--- config.mk ---
export PLATFORM = sky130hd
export DESIGN_NAME = ram_access_arbiter
export DESIGN_NICKNAME = d
export VERILOG_FILES = /design/src/rtl/ram_access_arbiter_pkg.sv /design/src/rtl/ram_grant_arbiter.sv /design/src/rtl/ram_access_arbiter.sv
export SDC_FILE = /design/constraint.sdc
export NUM_CORES = 1
export LEC_CHECK = 0
export ABC_AREA = 1
export CAP_MARGIN = 5
export CORE_MARGIN = 4
export CORE_UTILIZATION = 30
export DETAILED_ROUTE_END_ITERATION = 8
export HOLD_SLACK_MARGIN = 0.08
export PLACE_DENSITY = 0.6
export SLEW_MARGIN = 0
export SYNTH_ARGS = -nofsm -noshare
export SYNTH_HDL_FRONTEND = slang
export SYNTH_SLANG_ARGS = --single-unit
--- constraint.sdc ---
create_clock -name i_clk -period 1.4 [get_ports i_clk]
set_input_delay 0.28 -clock i_clk [delete_from_list [all_inputs] [get_ports i_clk]]
set_output_delay 0.28 -clock i_clk [all_outputs]
set_load 0.1 [all_outputs]
--- src/rtl/ram_access_arbiter_pkg.sv ---
// ram_access_arbiter_pkg: shared types and sizing helpers for the SRAM access arbiter
package ram_access_arbiter_pkg;
  localparam int RAM_DATA_W = 16;
  localparam int RAM_ADDR_W = 16;
  typedef enum logic [2:0] {
    RAM_ST_IDLE,
    RAM_ST_READ,
    RAM_ST_WR_SETUP,
    RAM_ST_WR_PULSE,
    RAM_ST_WR_HOLD
  } ram_st_e;
  typedef enum logic {
    RAM_GRANT_IF,
    RAM_GRANT_MEM
  } ram_grant_e;
  function automatic int max_int(input int a, input int b);
    return (a > b) ? a : b;
  endfunction
endpackage

--- src/rtl/ram_grant_arbiter.sv ---
// ram_grant_arbiter: 2-way round-robin grant between IF and MEM with a last_grant register
module ram_grant_arbiter
  import ram_access_arbiter_pkg::*;
(
  input  logic       i_clk,
  input  logic       i_rst_n,
  input  logic       i_en,
  input  logic       i_req_if,
  input  logic       i_req_mem,
  output logic       o_vld,
  output ram_grant_e o_grant
);
  ram_grant_e r_last;
  // a tie goes to whoever was not served last; a lone requester always wins
  always_comb begin
    o_vld   = i_en && (i_req_if || i_req_mem);
    o_grant = (i_req_if && i_req_mem) ? ((r_last == RAM_GRANT_IF) ? RAM_GRANT_MEM : RAM_GRANT_IF)
            : (i_req_mem ? RAM_GRANT_MEM : RAM_GRANT_IF);
  end
  // remember the most recent winner; reset makes the first tie go to MEM
  always_ff @(posedge i_clk or negedge i_rst_n) begin
    if (!i_rst_n) r_last <= RAM_GRANT_IF;
    else if (o_vld) r_last <= o_grant;
  end
endmodule

--- src/rtl/ram_access_arbiter.sv ---
// ram_access_arbiter: shares one SRAM between IF reads and MEM reads/writes with timed strobes
module ram_access_arbiter
  import ram_access_arbiter_pkg::*;
#(
  parameter int DATA_W    = RAM_DATA_W,
  parameter int ADDR_W    = RAM_ADDR_W,
  parameter int RD_CYCLES = 1,
  parameter int WR_CYCLES = 2
) (
  input  logic              i_clk,
  input  logic              i_rst_n,
  input  logic              i_if_req,
  input  logic [ADDR_W-1:0] i_if_addr,
  output logic [DATA_W-1:0] o_if_rdata,
  output logic              o_if_ack,
  input  logic              i_mem_req,
  input  logic              i_mem_we,
  input  logic [ADDR_W-1:0] i_mem_addr,
  input  logic [DATA_W-1:0] i_mem_wdata,
  output logic [DATA_W-1:0] o_mem_rdata,
  output logic              o_mem_ack,
  output logic              o_busy,
  output logic [ADDR_W-1:0] o_ram_addr,
  output logic [DATA_W-1:0] o_ram_wdata,
  output logic              o_ram_wdata_oe,
  input  logic [DATA_W-1:0] i_ram_rdata,
  output logic              o_ram_ce_n,
  output logic              o_ram_oe_n,
  output logic              o_ram_we_n
);
  localparam int CNT_W = $clog2(max_int(RD_CYCLES, WR_CYCLES)) + 1;
  ram_st_e           r_state, w_state_nxt;
  ram_grant_e        r_owner, w_owner_nxt, w_gnt;
  logic [CNT_W-1:0]  r_cnt, w_cnt_nxt;
  logic              w_gnt_vld, w_gnt_wr;
  logic              w_ce_n, w_oe_n, w_we_n, w_wdata_oe, w_if_ack, w_mem_ack;
  logic [ADDR_W-1:0] w_addr;
  logic [DATA_W-1:0] w_wdata, w_if_rdata, w_mem_rdata;
  logic              r_ce_n, r_oe_n, r_we_n, r_wdata_oe, r_if_ack, r_mem_ack, r_busy;
  logic [ADDR_W-1:0] r_addr;
  logic [DATA_W-1:0] r_wdata, r_if_rdata, r_mem_rdata;

  ram_grant_arbiter u_grant (
    .i_clk    (i_clk),
    .i_rst_n  (i_rst_n),
    .i_en     (r_state == RAM_ST_IDLE),
    .i_req_if (i_if_req && !r_if_ack),
    .i_req_mem(i_mem_req && !r_mem_ack),
    .o_vld    (w_gnt_vld),
    .o_grant  (w_gnt)
  );

  assign w_gnt_wr = (w_gnt == RAM_GRANT_MEM) && i_mem_we;

  // next state plus the next value of every registered output
  always_comb begin
    w_state_nxt = r_state;
    w_owner_nxt = r_owner;
    w_cnt_nxt   = r_cnt;
    w_ce_n      = 1'b1;
    w_oe_n      = 1'b1;
    w_we_n      = 1'b1;
    w_wdata_oe  = 1'b0;
    w_if_ack    = 1'b0;
    w_mem_ack   = 1'b0;
    w_addr      = r_addr;
    w_wdata     = r_wdata;
    w_if_rdata  = r_if_rdata;
    w_mem_rdata = r_mem_rdata;
    case (r_state)
      RAM_ST_IDLE: begin
        if (w_gnt_vld) begin
          w_owner_nxt = w_gnt;
          w_ce_n      = 1'b0;
          w_addr      = (w_gnt == RAM_GRANT_MEM) ? i_mem_addr : i_if_addr;
          w_wdata     = w_gnt_wr ? i_mem_wdata : r_wdata;
          w_wdata_oe  = w_gnt_wr;
          w_oe_n      = w_gnt_wr;
          w_cnt_nxt   = CNT_W'(RD_CYCLES - 1);
          w_state_nxt = w_gnt_wr ? RAM_ST_WR_SETUP : RAM_ST_READ;
        end
      end
      RAM_ST_READ: begin
        if (r_cnt == '0) begin
          w_state_nxt = RAM_ST_IDLE;
          w_if_ack    = (r_owner == RAM_GRANT_IF);
          w_mem_ack   = (r_owner == RAM_GRANT_MEM);
          w_if_rdata  = (r_owner == RAM_GRANT_IF) ? i_ram_rdata : r_if_rdata;
          w_mem_rdata = (r_owner == RAM_GRANT_MEM) ? i_ram_rdata : r_mem_rdata;
        end else begin
          w_cnt_nxt = r_cnt - CNT_W'(1);
          w_ce_n    = 1'b0;
          w_oe_n    = 1'b0;
        end
      end
      RAM_ST_WR_SETUP: begin
        w_state_nxt = RAM_ST_WR_PULSE;
        w_cnt_nxt   = CNT_W'(WR_CYCLES - 1);
        w_ce_n      = 1'b0;
        w_wdata_oe  = 1'b1;
        w_we_n      = 1'b0;
      end
      RAM_ST_WR_PULSE: begin
        w_ce_n      = 1'b0;
        w_wdata_oe  = 1'b1;
        w_we_n      = (r_cnt == '0);
        w_cnt_nxt   = (r_cnt == '0) ? r_cnt : r_cnt - CNT_W'(1);
        w_state_nxt = (r_cnt == '0) ? RAM_ST_WR_HOLD : RAM_ST_WR_PULSE;
      end
      RAM_ST_WR_HOLD: begin
        w_state_nxt = RAM_ST_IDLE;
        w_mem_ack   = 1'b1;
      end
      default: w_state_nxt = RAM_ST_IDLE;
    endcase
  end

  // FSM state, owner and strobe-length counter
  always_ff @(posedge i_clk or negedge i_rst_n) begin
    if (!i_rst_n) begin
      r_state <= RAM_ST_IDLE;
      r_owner <= RAM_GRANT_IF;
      r_cnt   <= '0;
    end else begin
      r_state <= w_state_nxt;
      r_owner <= w_owner_nxt;
      r_cnt   <= w_cnt_nxt;
    end
  end

  // every output is a flop so the SRAM pads see glitch-free strobes
  always_ff @(posedge i_clk or negedge i_rst_n) begin
    if (!i_rst_n) begin
      r_ce_n      <= 1'b1;
      r_oe_n      <= 1'b1;
      r_we_n      <= 1'b1;
      r_wdata_oe  <= 1'b0;
      r_if_ack    <= 1'b0;
      r_mem_ack   <= 1'b0;
      r_busy      <= 1'b0;
      r_addr      <= '0;
      r_wdata     <= '0;
      r_if_rdata  <= '0;
      r_mem_rdata <= '0;
    end else begin
      r_ce_n      <= w_ce_n;
      r_oe_n      <= w_oe_n;
      r_we_n      <= w_we_n;
      r_wdata_oe  <= w_wdata_oe;
      r_if_ack    <= w_if_ack;
      r_mem_ack   <= w_mem_ack;
      r_busy      <= (w_state_nxt != RAM_ST_IDLE);
      r_addr      <= w_addr;
      r_wdata     <= w_wdata;
      r_if_rdata  <= w_if_rdata;
      r_mem_rdata <= w_mem_rdata;
    end
  end

  assign o_ram_ce_n     = r_ce_n;
  assign o_ram_oe_n     = r_oe_n;
  assign o_ram_we_n     = r_we_n;
  assign o_ram_wdata_oe = r_wdata_oe;
  assign o_if_ack       = r_if_ack;
  assign o_mem_ack      = r_mem_ack;
  assign o_busy         = r_busy;
  assign o_ram_addr     = r_addr;
  assign o_ram_wdata    = r_wdata;
  assign o_if_rdata     = r_if_rdata;
  assign o_mem_rdata    = r_mem_rdata;
endmodule

; Word level (Yosys, flattened, before mapping)
; Index checks and enable logic that the tools add are counted.
[word_totals]
reg_bits = 78
inputBits = 69
output_inout_bits = 71
elab_cells = 66
[op_classes]
addsub = 1
eq_ne = 6
mux = 24
bitwise_logic = 1
n_reduce_logical = 19
[op_table]
columns = operator, count
row1 = $mux W16, 1
row2 = $pmux W3 S4, 1
row3 = $reduce_and A3 Y1, 4
row4 = $mux W1, 10
row5 = $mux W3, 3
row6 = $pmux W1 S2, 4
row7 = $eq A3 B2 Y1 const B, 2
row8 = $mux W2, 3
row9 = $pmux W2 S3, 1
row10 = $reduce_bool A3 Y1, 2
row11 = $logic_and A1 B1 Y1, 5
row12 = $ne A2 B2 Y1 const B, 2
row13 = $reduce_or A2 Y1, 2
row14 = $eq A3 B1 Y1 const B, 1
row15 = $eq A3 B3 Y1 const B, 1
row16 = $logic_not A3 Y1, 1
row17 = $pmux W1 S3, 1
row18 = $logic_not A1 Y1, 2
row19 = $logic_not A2 Y1, 1
row20 = $reduce_and A2 Y1, 1
row21 = $sub A2 B1 Y2 const B, 1
row22 = $logic_or A1 B1 Y1, 1
row23 = $not A1 Y1, 1

; Logic depth before layout (Yosys ltp)
; Gate-level depths: netlist (run 1).
[depth]
word_depth = 9
depth_mapped = 9
ltp_nobuf = 8

; By module
; Synthesis (run 1) repeated with hierarchy kept, for this count alone.
[unflattened]
hier_cells = 384
area_unflattened_um2 = 3258.1
[by_module_without_submodules]
columns = module, instances, cells_per_inst, area_each_um2, seq_area_each_um2
row1 = ram_access_arbiter, 1, 376, 3196.8, 1930.6
row2 = ram_grant_arbiter, 1, 8, 61.3, 25.0

; Least setup slack after synthesis (run 1)
; Ideal clock, no wire load.
[synth_path]
path_type = register to register
from = reg r_if_ack (netlist: o_if_ack)
to = reg r_wdata[10] (netlist: o_ram_wdata[10])
setup_ns = 0.067
arrival_time_ns = 1.823
required_time_ns = 1.333
path_slack_ns = -0.490
path_stages_with_launch = 8
path_buffers = 1
synth_period_minus_slack_ns = 1.890
cell_sequence = dfrtp_1 > inv_1 > nand3_2 > nand2_4 > nor2_4 > buf_4 > nand3_1 > nand2_1
[synth_via]
elab_chain_cells = 6
word_cells_on_any_way = 8
classes_between = mux (1) / reduce/logical (7)
[synth_lines]
columns = item, line_no
row1 = start: declaration, ram_access_arbiter.sv:39  ; logic r_ce_n, r_oe_n, r_we_n, r_wdata_oe, r_if_ack, r_mem_ack, r_busy;
row2 = start signal: assignment, ram_access_arbiter.sv:150  ; r_if_ack <= w_if_ack;
row3 = $logic_not A1 Y1 (*), ram_access_arbiter.sv:47  ; .i_req_if (i_if_req && !r_if_ack),
row4 = $logic_and A1 B1 Y1 (*), ram_access_arbiter.sv:47
row5 = $logic_and A1 B1 Y1, ram_grant_arbiter.sv:17  ; o_grant = (i_req_if && i_req_mem) ? ((r_last == RAM_GRANT_IF) ? RAM_GRANT_MEM : RAM_GRANT_IF)
row6 = $mux W1, ram_grant_arbiter.sv:17
row7 = $logic_and A1 B1 Y1, ram_access_arbiter.sv:53  ; assign w_gnt_wr = (w_gnt == RAM_GRANT_MEM) && i_mem_we;
row8 = $reduce_and A3 Y1 (no line) (*), -
row9 = end signal: assignment, ram_access_arbiter.sv:154  ; r_wdata <= w_wdata;
row10 = end: declaration, ram_access_arbiter.sv:41  ; logic [DATA_W-1:0] r_wdata, r_if_rdata, r_mem_rdata;
; Every way passes the cells marked *; elsewhere a longest branch is shown, timed or not.
; A chain may end at the register's enable or synchronous reset.

; Final worst setup path (run 1)
[layout_path]
from = reg r_cnt[0]
to = reg r_mem_rdata[6] (netlist: o_mem_rdata[6])
[layout_via]
elab_chain_cells = 2
[layout_lines]
columns = item, line_no
row1 = start: declaration, ram_access_arbiter.sv:34  ; logic [CNT_W-1:0] r_cnt, w_cnt_nxt;
row2 = start signal: assignment, ram_access_arbiter.sv:127  ; r_cnt <= w_cnt_nxt;
row3 = $logic_not A2 Y1, ram_access_arbiter.sv:84  ; if (r_cnt == '0) begin
row4 = $reduce_and A3 Y1 (no line), -
row5 = end signal: assignment, ram_access_arbiter.sv:156  ; r_mem_rdata <= w_mem_rdata;
row6 = end: declaration, ram_access_arbiter.sv:41
; No other way between the ends.

==> results of run 1 <==
how the worst min path moves through the flow:
stage	to	slack (ns)	depth (start not counted)
floorplan	o_busy	-0.02	0
global placement	o_ram_addr[7]	0.19	1
detailed placement	o_ram_addr[7]	0.20	1
CTS	o_ram_addr[7]	0.40	2
global route	o_ram_addr[7]	0.42	2
finish	o_ram_addr[7]	0.40	2
state kept, by name (all words and copies together) (netlist names):
name and cells:
u_grant.r_last 1, o_mem_rdata 16, o_ram_ce_n 1, o_ram_addr 16
o_ram_we_n 1, o_ram_oe_n 1, o_ram_wdata_oe 1, o_mem_ack 1
o_if_rdata 16, r_cnt 2, o_if_ack 1, r_state 3
o_ram_wdata 16, o_busy 1, r_owner 1
cell families after synthesis:
family / after synthesis / share of synthesized area [%]
buffers and inverters: 46 / 6.82
adder cells (fa/ha/maj): 1 / 0.359
AND/OR/NAND/NOR: 219 / 28.3
flip-flops: 78 / 56.1
AO/OA/AOI/OAI: 35 / 8.47
metrics by stage:
step           TNS [ns]  hold slack (ns)  area (um2)  util (%)
5_1_grt          -0.785            0.416        6590      57.7
4_1_cts               0            0.405        6250      54.7
2_1_floorplan    -0.338          -0.0156        3540         -
3_3_place_gp      -3.45            0.192        5910      51.8
6_report              0            0.401        6590      57.7
3_5_place_dp      -4.72            0.198        5910      51.8
cell usage after synthesis (3+ instances only):
cell type and instances:
nand2_2 14, nand2_4 4, dfstp_2 3, nor2_4 3, nand3_1 37, inv_1 28
buf_2 4, buf_4 3, nand2_1 150, o21ai_2 32, buf_6 6, nor2_1 6
dfrtp_1 75
critical path: cells and delay by family, from the launching register on:
kind	cells	cell delay, ns
simple gates	4	0.39
fa+ha+maj	1	0.14
compound gates	1	0.05
buf+inv	2	0.29
flops	1	0.41
per-layer routing:
metal,track usage (%),share of wire (%)
met1,18.4,43
met2,24.2,50
met3,3.24,6.1
met4,3.71,0.26
met5,0,0
final cells by class:
class / instances / area [um2]
multi-input cells: 256 / 1480
fillers: 1004 / 4830
flip-flops and latches: 78 / 1960
well taps: 143 / 179
inverters: 31 / 136
repair buffers: 166 / 2500
clock buffers: 9 / 225
clock inverters: 7 / 98.8
repair_timing:
| action | in CTS | in global routing |
|---|---|---|
| setup endpoints to repair | 2 | 49 |
| buffers inserted | 0 | 3 |
| gates resized for setup | 1 | 41 |
| pin swaps | 0 | 6 |
| hold endpoints to repair | 16 | 0 |
| hold buffers | 1 | 0 |
| cloned | 0 | 8 |
==> reports/results.ini, run 1 <==
[drt]
first_pass_iters = 4
drtAntennaViolNets = 0
drc = 0
vias = 3147
wl_per_cell_um = 15.1
totalWireLength_mm = 10.4
drtIter0Drc = 153
post_drt_via_cell_ratio = 4.56

[floorplanning]
coreArea_mm2 = 0.0114
rows = 39
die_h_um = 116
die_w_um = 116
start_util_pct = 30.5
die_area_mm2 = 0.0134
pin_count = 140

[clocking]
cts.sinks = 78
clk_path_buf_depth = 2
clk_latency_ns = 0.33
cts_tree = yes
cts-buffers-inserted = 9
cts_root_buffer = clkbuf_16
h-tree-depth = 3
cts.clk_slew.worst_paths_ns = 0.06

[critical_path]
regToRegSetupSlack_ns = 0.01
slowest_delay_ns = 0.41
r2r_end = o_mem_rdata[6]
critPathLaunch = r_cnt[0]
cp_cell_sequence = inv_2 > ha_4 > nand2_4 > nor2_4 > nand2_4 > clkbuf_16 > nand2_4 > o21ai_2
endpoint_kind = register
cpMaxStageDelayCell = dfrtp_1
crit_type = register to register
crit_top_cell = nand2_4
regToRegStartpoint = r_cnt[0]
cp-endpoint = o_mem_rdata[6]
cp_data_arrival_time_ns = 1.60
path_max_fanout = 8
startpoint_type = register
r2r_cells = 8
cp.required_ns = 1.61

[sta]
fin_crit_sh_pct = 99.0
hold_violations = 0
skew_ns = 0.00945
fmax_ghz = 0.722
final_max_slew_viol_count = 0
tightest_slew_ns = 0.319
rsz0062_at_grt = true
slew-limit-headroom_pct = 78.7
setup_viol = 0
setup_slack_ns = 0.0146
min_period_ns = 1.39

[worst_hold_path]
worstHoldPathType = input port to asynchronous set/reset pin

[logic_synthesis]
ys_ff_latch = 78
yosysTopAreaCell = dfrtp_1
syn_inst = 379
synth.avg_cell_area_um2 = 9.20
yosysSeqAreaShare_pct = 56.1
synthArstFlopShare_pct = 100
synth_cell_type_count = 25
syn-num-nets = 449
netlist_top_cells_area = dfrtp_1, nand2_1, o21ai_2, nand3_1, inv_1
ys.flop_type = dfrtp_1
synth_edf_count = 0
synthesis.area_mm2 = 0.00349
yosysWarnings = 0
yosys.area.top_type_share_pct = 53.8

[global_routing]
grt_pass1_vias = 3126
grt_antenna_before_repair = 0
grt_pass1_wl_mm = 15.2
gr-total-overflow = 0
track_usage_pct = 14.2
grt_max_degree = 34

[final_layout]
nNetsFinal = 612
drive_gt1_share_pct = 36.6
layout_common_cells = nand2_1, buf_12, dfrtp_1
num_antenna_cells = 0
area_growth_pct = 89.0
final_cells = 690
final_common_cell = nand2_1

[flow_run]
cap_violations = 0

[placement]
place_ws_ns = -0.174
place_hpwl_mm = 7.04
place_congestion = 0.810
io_buffers = 139
dp_cells = 662

[status]
status = complete, no violations

Power of run 1 is left out: the tool's default activity adds up to more than one toggle a clock period on the data nets, which glitch-free logic cannot reach.
==> run 2, diff against run 1 <==
--- a/config.mk
+++ b/config.mk
@@ -6,7 +6,7 @@
 export NUM_CORES = 1
 export LEC_CHECK = 0
 export ABC_AREA = 1
-export CAP_MARGIN = 5
+export CAP_MARGIN = 30
 export CORE_MARGIN = 4
 export CORE_UTILIZATION = 30
 export DETAILED_ROUTE_END_ITERATION = 8
==> results of run 2 <==
The final DEF is identical to that of run 1; final timing and power are the same.
Power of run 2 is left out for the same reason.
